===== src/rtl/pipe_skid_reg.sv =====
// rtl/pipe_skid_reg.sv - pipeline stage register with 2-entry skid buffer, flush and stall counter
module pipe_skid_reg #(
  parameter int ADDR_W = 32,
  parameter int DATA_W = 32,
  parameter int CNT_W  = 16
) (
  input  logic              clk,
  input  logic              rst,
  input  logic              in_valid,
  output logic              in_ready,
  input  logic [ADDR_W-1:0] in_pc,
  input  logic [DATA_W-1:0] in_inst,
  output logic              out_valid,
  input  logic              out_ready,
  output logic [ADDR_W-1:0] out_pc,
  output logic [DATA_W-1:0] out_inst,
  input  logic              flush,
  output logic [CNT_W-1:0]  stall_cycles
);

  typedef enum logic [1:0] {
    EMPTY = 2'd0,
    FULL  = 2'd1,
    SKID  = 2'd2
  } state_t;

  localparam logic [CNT_W-1:0] CNT_ONE = {{(CNT_W-1){1'b0}}, 1'b1};
  localparam logic [CNT_W-1:0] CNT_MAX = {CNT_W{1'b1}};

  state_t            state, state_nxt;
  logic [ADDR_W-1:0] main_pc, main_pc_nxt, skid_pc, skid_pc_nxt;
  logic [DATA_W-1:0] main_inst, main_inst_nxt, skid_inst, skid_inst_nxt;
  logic              in_fire, out_fire;

  // Handshake flags come from registered state only, so no combinational
  // path exists from out_ready to in_ready or from in_* to out_*.
  assign out_valid = (state != EMPTY);
  assign in_ready  = (state != SKID);
  assign in_fire   = in_valid & in_ready;
  assign out_fire  = out_valid & out_ready;

  // Main is already zeroed whenever the stage empties; the gate keeps the
  // nop-on-invalid guarantee independent of that bookkeeping.
  assign out_pc   = out_valid ? main_pc   : '0;
  assign out_inst = out_valid ? main_inst : '0;

  // Next-state and storage update; flush overrides every handshake outcome.
  always_comb begin
    state_nxt     = state;
    main_pc_nxt   = main_pc;
    main_inst_nxt = main_inst;
    skid_pc_nxt   = skid_pc;
    skid_inst_nxt = skid_inst;
    if (flush) begin
      state_nxt     = EMPTY;
      main_pc_nxt   = '0;
      main_inst_nxt = '0;
      skid_pc_nxt   = '0;
      skid_inst_nxt = '0;
    end else begin
      case (state)
        EMPTY: begin
          if (in_fire) begin
            state_nxt     = FULL;
            main_pc_nxt   = in_pc;
            main_inst_nxt = in_inst;
          end
        end
        FULL: begin
          if (in_fire && out_fire) begin
            main_pc_nxt   = in_pc;
            main_inst_nxt = in_inst;
          end else if (in_fire) begin
            state_nxt     = SKID;
            skid_pc_nxt   = in_pc;
            skid_inst_nxt = in_inst;
          end else if (out_fire) begin
            state_nxt     = EMPTY;
            main_pc_nxt   = '0;
            main_inst_nxt = '0;
          end
        end
        SKID: begin
          if (out_fire) begin
            state_nxt     = FULL;
            main_pc_nxt   = skid_pc;
            main_inst_nxt = skid_inst;
            skid_pc_nxt   = '0;
            skid_inst_nxt = '0;
          end
        end
        default: begin
          state_nxt     = EMPTY;
          main_pc_nxt   = '0;
          main_inst_nxt = '0;
          skid_pc_nxt   = '0;
          skid_inst_nxt = '0;
        end
      endcase
    end
  end

  // State and storage registers; reset drops any held entries.
  always_ff @(posedge clk or posedge rst) begin
    if (rst) begin
      state     <= EMPTY;
      main_pc   <= '0;
      main_inst <= '0;
      skid_pc   <= '0;
      skid_inst <= '0;
    end else begin
      state     <= state_nxt;
      main_pc   <= main_pc_nxt;
      main_inst <= main_inst_nxt;
      skid_pc   <= skid_pc_nxt;
      skid_inst <= skid_inst_nxt;
    end
  end

  // Saturating count of cycles where downstream refuses valid data.
  always_ff @(posedge clk or posedge rst) begin
    if (rst) begin
      stall_cycles <= '0;
    end else if (out_valid && !out_ready && (stall_cycles != CNT_MAX)) begin
      stall_cycles <= stall_cycles + CNT_ONE;
    end
  end

endmodule


===== config.mk =====
export PLATFORM = sky130hd
export DESIGN_NAME = pipe_skid_reg
export DESIGN_NICKNAME = d
export VERILOG_FILES = /design/src/rtl/pipe_skid_reg.sv
export SDC_FILE = /design/constraint.sdc
export NUM_CORES = 1
export LEC_CHECK = 0
export BUFFER_PORTS_ARGS = -buffer_cell sky130_fd_sc_hd__buf_4
export CAP_MARGIN = 20
export CORE_UTILIZATION = 55
export CTS_BUF_LIST = sky130_fd_sc_hd__clkbuf_2
export DETAILED_ROUTE_END_ITERATION = 7
export PLACE_DENSITY_LB_ADDON = 0.3
export SLEW_MARGIN = 20
export SYNTH_ARGS = -nofsm -noshare
export SYNTH_HDL_FRONTEND = slang
export SYNTH_SLANG_ARGS = --single-unit

===== constraint.sdc =====
create_clock -name clk -period 13.3 [get_ports clk]
set_input_delay 2.66 -clock clk [delete_from_list [all_inputs] [get_ports clk]]
set_output_delay 2.66 -clock clk [all_outputs]
set_load 0.03 [all_outputs]

* Yosys cells after proc, flatten, opt, wreduce, memory -nomap -nowiden *
Cells that the tools add are included.

storage, ports and cells
  output and inout bits = 82
  bits of input ports = 69
  flip-flop bits (word level) = 146

cells by class
  bitwise logic cells = 2
  eq/ne operators = 12
  multiplexer cells = 27
  reductions and logical operators = 9
  add/sub/neg operators = 1

operators by type and width
  operator                 number
  $mux W32                 16
  $pmux W32 S3             4
  $add A16 B1 Y16 const B  1
  $ne A16 B16 Y1 const B   1
  $mux W2                  6
  $ne A3 B3 Y1 const B     4
  $ne A4 B4 Y1 const B     3
  $reduce_and A4 Y1        3
  $pmux W2 S3              1
  $ne A2 B2 Y1 const B     2
  $logic_and A1 B1 Y1      3
  $and A1 B1 Y1            2
  $eq A2 B1 Y1 const B     1
  $eq A2 B2 Y1 const B     1
  $logic_not A2 Y1         1
  $reduce_bool A2 Y1       1
  $logic_not A1 Y1         1

* Depth between registers and ports, before layout *
  depth in word-level cells = 7
  mapped depth = 7
  depth with buffers taken out = 5

* Worst setup path before layout *
No wires, ideal clock.

  path kind = flip-flop to output port
  start = register state[1]
  end = output port out_inst[22]
  data required time = 10640 ps
  slack = 9256 ps
  stages on the path, launching flop included = 5
  arrival = 1384 ps
  cells stage by stage = dfrtp_1 -> buf_4 -> or2_1 -> clkbuf_1 -> and2_1

on the way
  cells in the longest elaborated chain, start to end = 2

ends and longest elaborated chain
  item                    RTL line  source
  from (decl)             30        state_t state, state_nxt;
  from (signal assigned)  112       state <= state_nxt;
  $reduce_bool A2 Y1      37        assign out_valid = (state != EMPTY);
  via out_valid           13        output logic out_valid,
  $mux W32                45        assign out_inst = out_valid ? main_inst : '0;
  to (decl)               16        output logic [DATA_W-1:0] out_inst,

The timed path passes the listed nets, and every way through them passes these cells.

* Worst setup path in the final report *
  start = register state[1]
  end = output port out_pc[20]

on the way
  cells in the longest elaborated chain, start to end = 2

ends and longest elaborated chain
  item                RTL line  source
  $reduce_bool A2 Y1  37
  $mux W32            44        assign out_pc = out_valid ? main_pc : '0;
  to (decl)           15        output logic [ADDR_W-1:0] out_pc,

Every way passes these cells.

==> metrics <==
CP arrival=roughly 2.7 ns; crit path time final=around 5.4 ns; post-synth top area share=52.0%; final hold violations=0; Achievable Freq=0.186 GHz; maximum fanout along the worst path=66; routed vias/inst=5.63; Hold Path Class=flip-flop to flip-flop; Layout area overhead=21.0%; Critical Path Sink Type=output pin; Setup crit start kind=flip-flop; synthesized area per cell=approximately 11 um^2; EDFF count, synth=0; top cells by area, synth=dfrtp_1 (52%), mux2i_1 (9.1%), o2bb2ai_1 (8.0%); Initial Util=57.5%; Mapped Nets=726; nets=roughly 850; RSZ-0062 raised after global routing=false; top cells by count, synth=dfrtp_1 (146), inv_1 (69), a22oi_1 (65), and2_1 (65), nand2_1 (65); share of cells above drive strength 1=25.0%; chip height=115 um; Post-Syn Area=7020 um^2; fin area=8490 um^2; DPL Wire Length=10500 um; clock group share of total power=between 30% and 40%; initial antenna violation count=0; cts-stage hold buffer count=0; Setup CP Type=flip-flop to output pin; cell with the most instances after synthesis=dfrtp_1; Lkg Pwr=4.10 nW; xor/xnor cell area share of the yosys netlist=2.00%; Psw=0.000303 W; Combinational Power Share=a little under a fifth; diodes inserted=0; hold path cells=1; post-synth top area cell=dfrtp_1; CTS tree=built; per-cell routed wire length=17.2 um; fin crit share=40.3%; ANT nets after route=0; DRT Wirelength=16600 um; total CTS buffers=17; sequential-to-total area share from yosys stat=52.0%; #FFs+latches synth=146; Power per Cell Area=about 120 nW/um^2; ys async rst share=100%; gr usage total=26.3%; Clock Path Buffers=2; DRT Pass-1 Iters=5; prevailing post-synth register cell=dfrtp_1; Synth Area in Compound Gates=15.9%; H-tree depth=4; CORE AREA=12200 um^2; Setup Viol. Count Final=0; Syn Inst Count=656; Post-Synth Adder-Cell Area=0.178%; GPL Wtd Cong=0.815; vias in the first global route=roughly 5400; worst-case clock skew=0.0173 ns; largest family of logic cells by synthesized area=compound AO/OA/AOI/OAI gates; global-route wire length before repair=26800 um; worst r2r path cells=5; Remaining Overflow, GRT=0; Yosys warnings=0; switching share of power=~31%; Ports=151; multiplexer share of the synthesized area=under 10%; via count=between 5000 and 6000; row count=40; status=complete, no violations; largest net degree at the start of global routing=between 70 and 80; Worst-path clk slew=around 0.2 ns; post-route DRC violation count=0; clk_lat worst skew=0.74 ns; Horiz. Die Dim=between 100 and 150 um; max_cap viols=0; clk sinks=146; synthesized-area fraction occupied by and/or/nand/nor cells=13.4%; WP data required=approximately 11 ns; Internal=~0.00069 W; instance area at placement=8200 um^2; peak supply drop=0.131 mV; final setup TNS=0 ns; Synth cell types=39; Slew Viols, Final=0; port bufs=150; post_cts resized=0; Max-Slew Margin vs Limit=about 35%; power share of the sequential group=50.8%; Least-Margin Pin Slew=just under 1 ns; initial drt markers=463; Die ar.=~13000 um^2; CTS root buffer=clkbuf_2; Setup Fix Bufs, Post-CTS=0
==> power by group through the flow <==
stage	combinational, W	sequential, W	clock [W]
floorplan	0.000107	0.000517	0
global placement	0.000177	0.000509	0
detailed placement	0.000183	0.000510	0
CTS	0.000183	0.000503	0.000311
global route	0.000197	0.000508	0.000325
finish	0.000182	0.000503	0.000305
==> final timing paths <==
kind,from,to,slack (ns)
setup / recovery,state[1],out_pc[20],7.94
hold / removal,main_inst[31],main_inst[31],0.51
setup reg to reg,state[0],main_pc[25],10.44
hold reg to reg,main_inst[31],main_inst[31],0.51
max in group asynchronous,rst,main_inst[30],9.93
min in group asynchronous,rst,skid_inst[21],2.01
==> per-stage QoR <==
step	util, %	hold slack [ns]	power [W]	cells	setup WS (ns)
3_5_place_dp	67.1	0.466	0.000693	932	8.44
6_report	69.5	0.507	0.000991	964	7.94
3_3_place_gp	67.1	0.462	0.000686	932	8.53
5_1_grt	69.5	0.529	0.00103	964	7.74
2_1_floorplan	-	0.448	0.000624	656	6.72
4_1_cts	69.5	0.511	0.000996	964	7.88
==> critical path: stages (launching register included) <==
cell     delay (ns)
dfrtp_1        0.67
or2_2          0.85
and2_1         0.26
buf_4          0.17
==> logic make-up after synthesis <==
| group | after synthesis |
|---|---|
| buf+inv | 118 |
| simple gates | 173 |
| xor+xnor | 16 |
| mux | 65 |
| flops | 146 |
| compound gates | 137 |
| fa+ha+maj | 1 |
==> cells in the final DEF, fill, tap and decap left out, types with 6 or more instances in the layout <==
cell         n
inv_1       68
a22oi_1     65
buf_4      157
xor2_1       8
o2bb2ai_1   64
nand4_1      6
mux2i_1     64
nand2_1     65
and2_1      65
dfrtp_1    146
xnor2_1      8
clkbuf_2    17
==> layout make-up <==
| class | instances | area [um^2] |
|---|---|---|
| repair buffers | 157 | 1180 |
| clock buffers | 17 | 85.1 |
| well taps | 168 | 210 |
| fillers | 950 | 3720 |
| multi-input cells | 392 | 2890 |
| inverters | 69 | 264 |
| flip-flops and latches | 146 | 3650 |
| clock inverters | 15 | 213 |
==> state kept, by name (all words and copies together) (netlist names) <==
register and flops:
main_inst 32, state 2, main_pc 32, skid_pc 32
skid_inst 32, stall_cycles 16
==> per-layer routing <==
metal  track usage [%]  vias to the layer above  wire, um
met5                 0                        -         0
met4              9.44                        0       279
met3              5.69                       27      1030
met2              41.8                      211      7930
met1              35.8                     2656      7350
li1                  -                     2529         -
(Power assumes the default switching activity.)
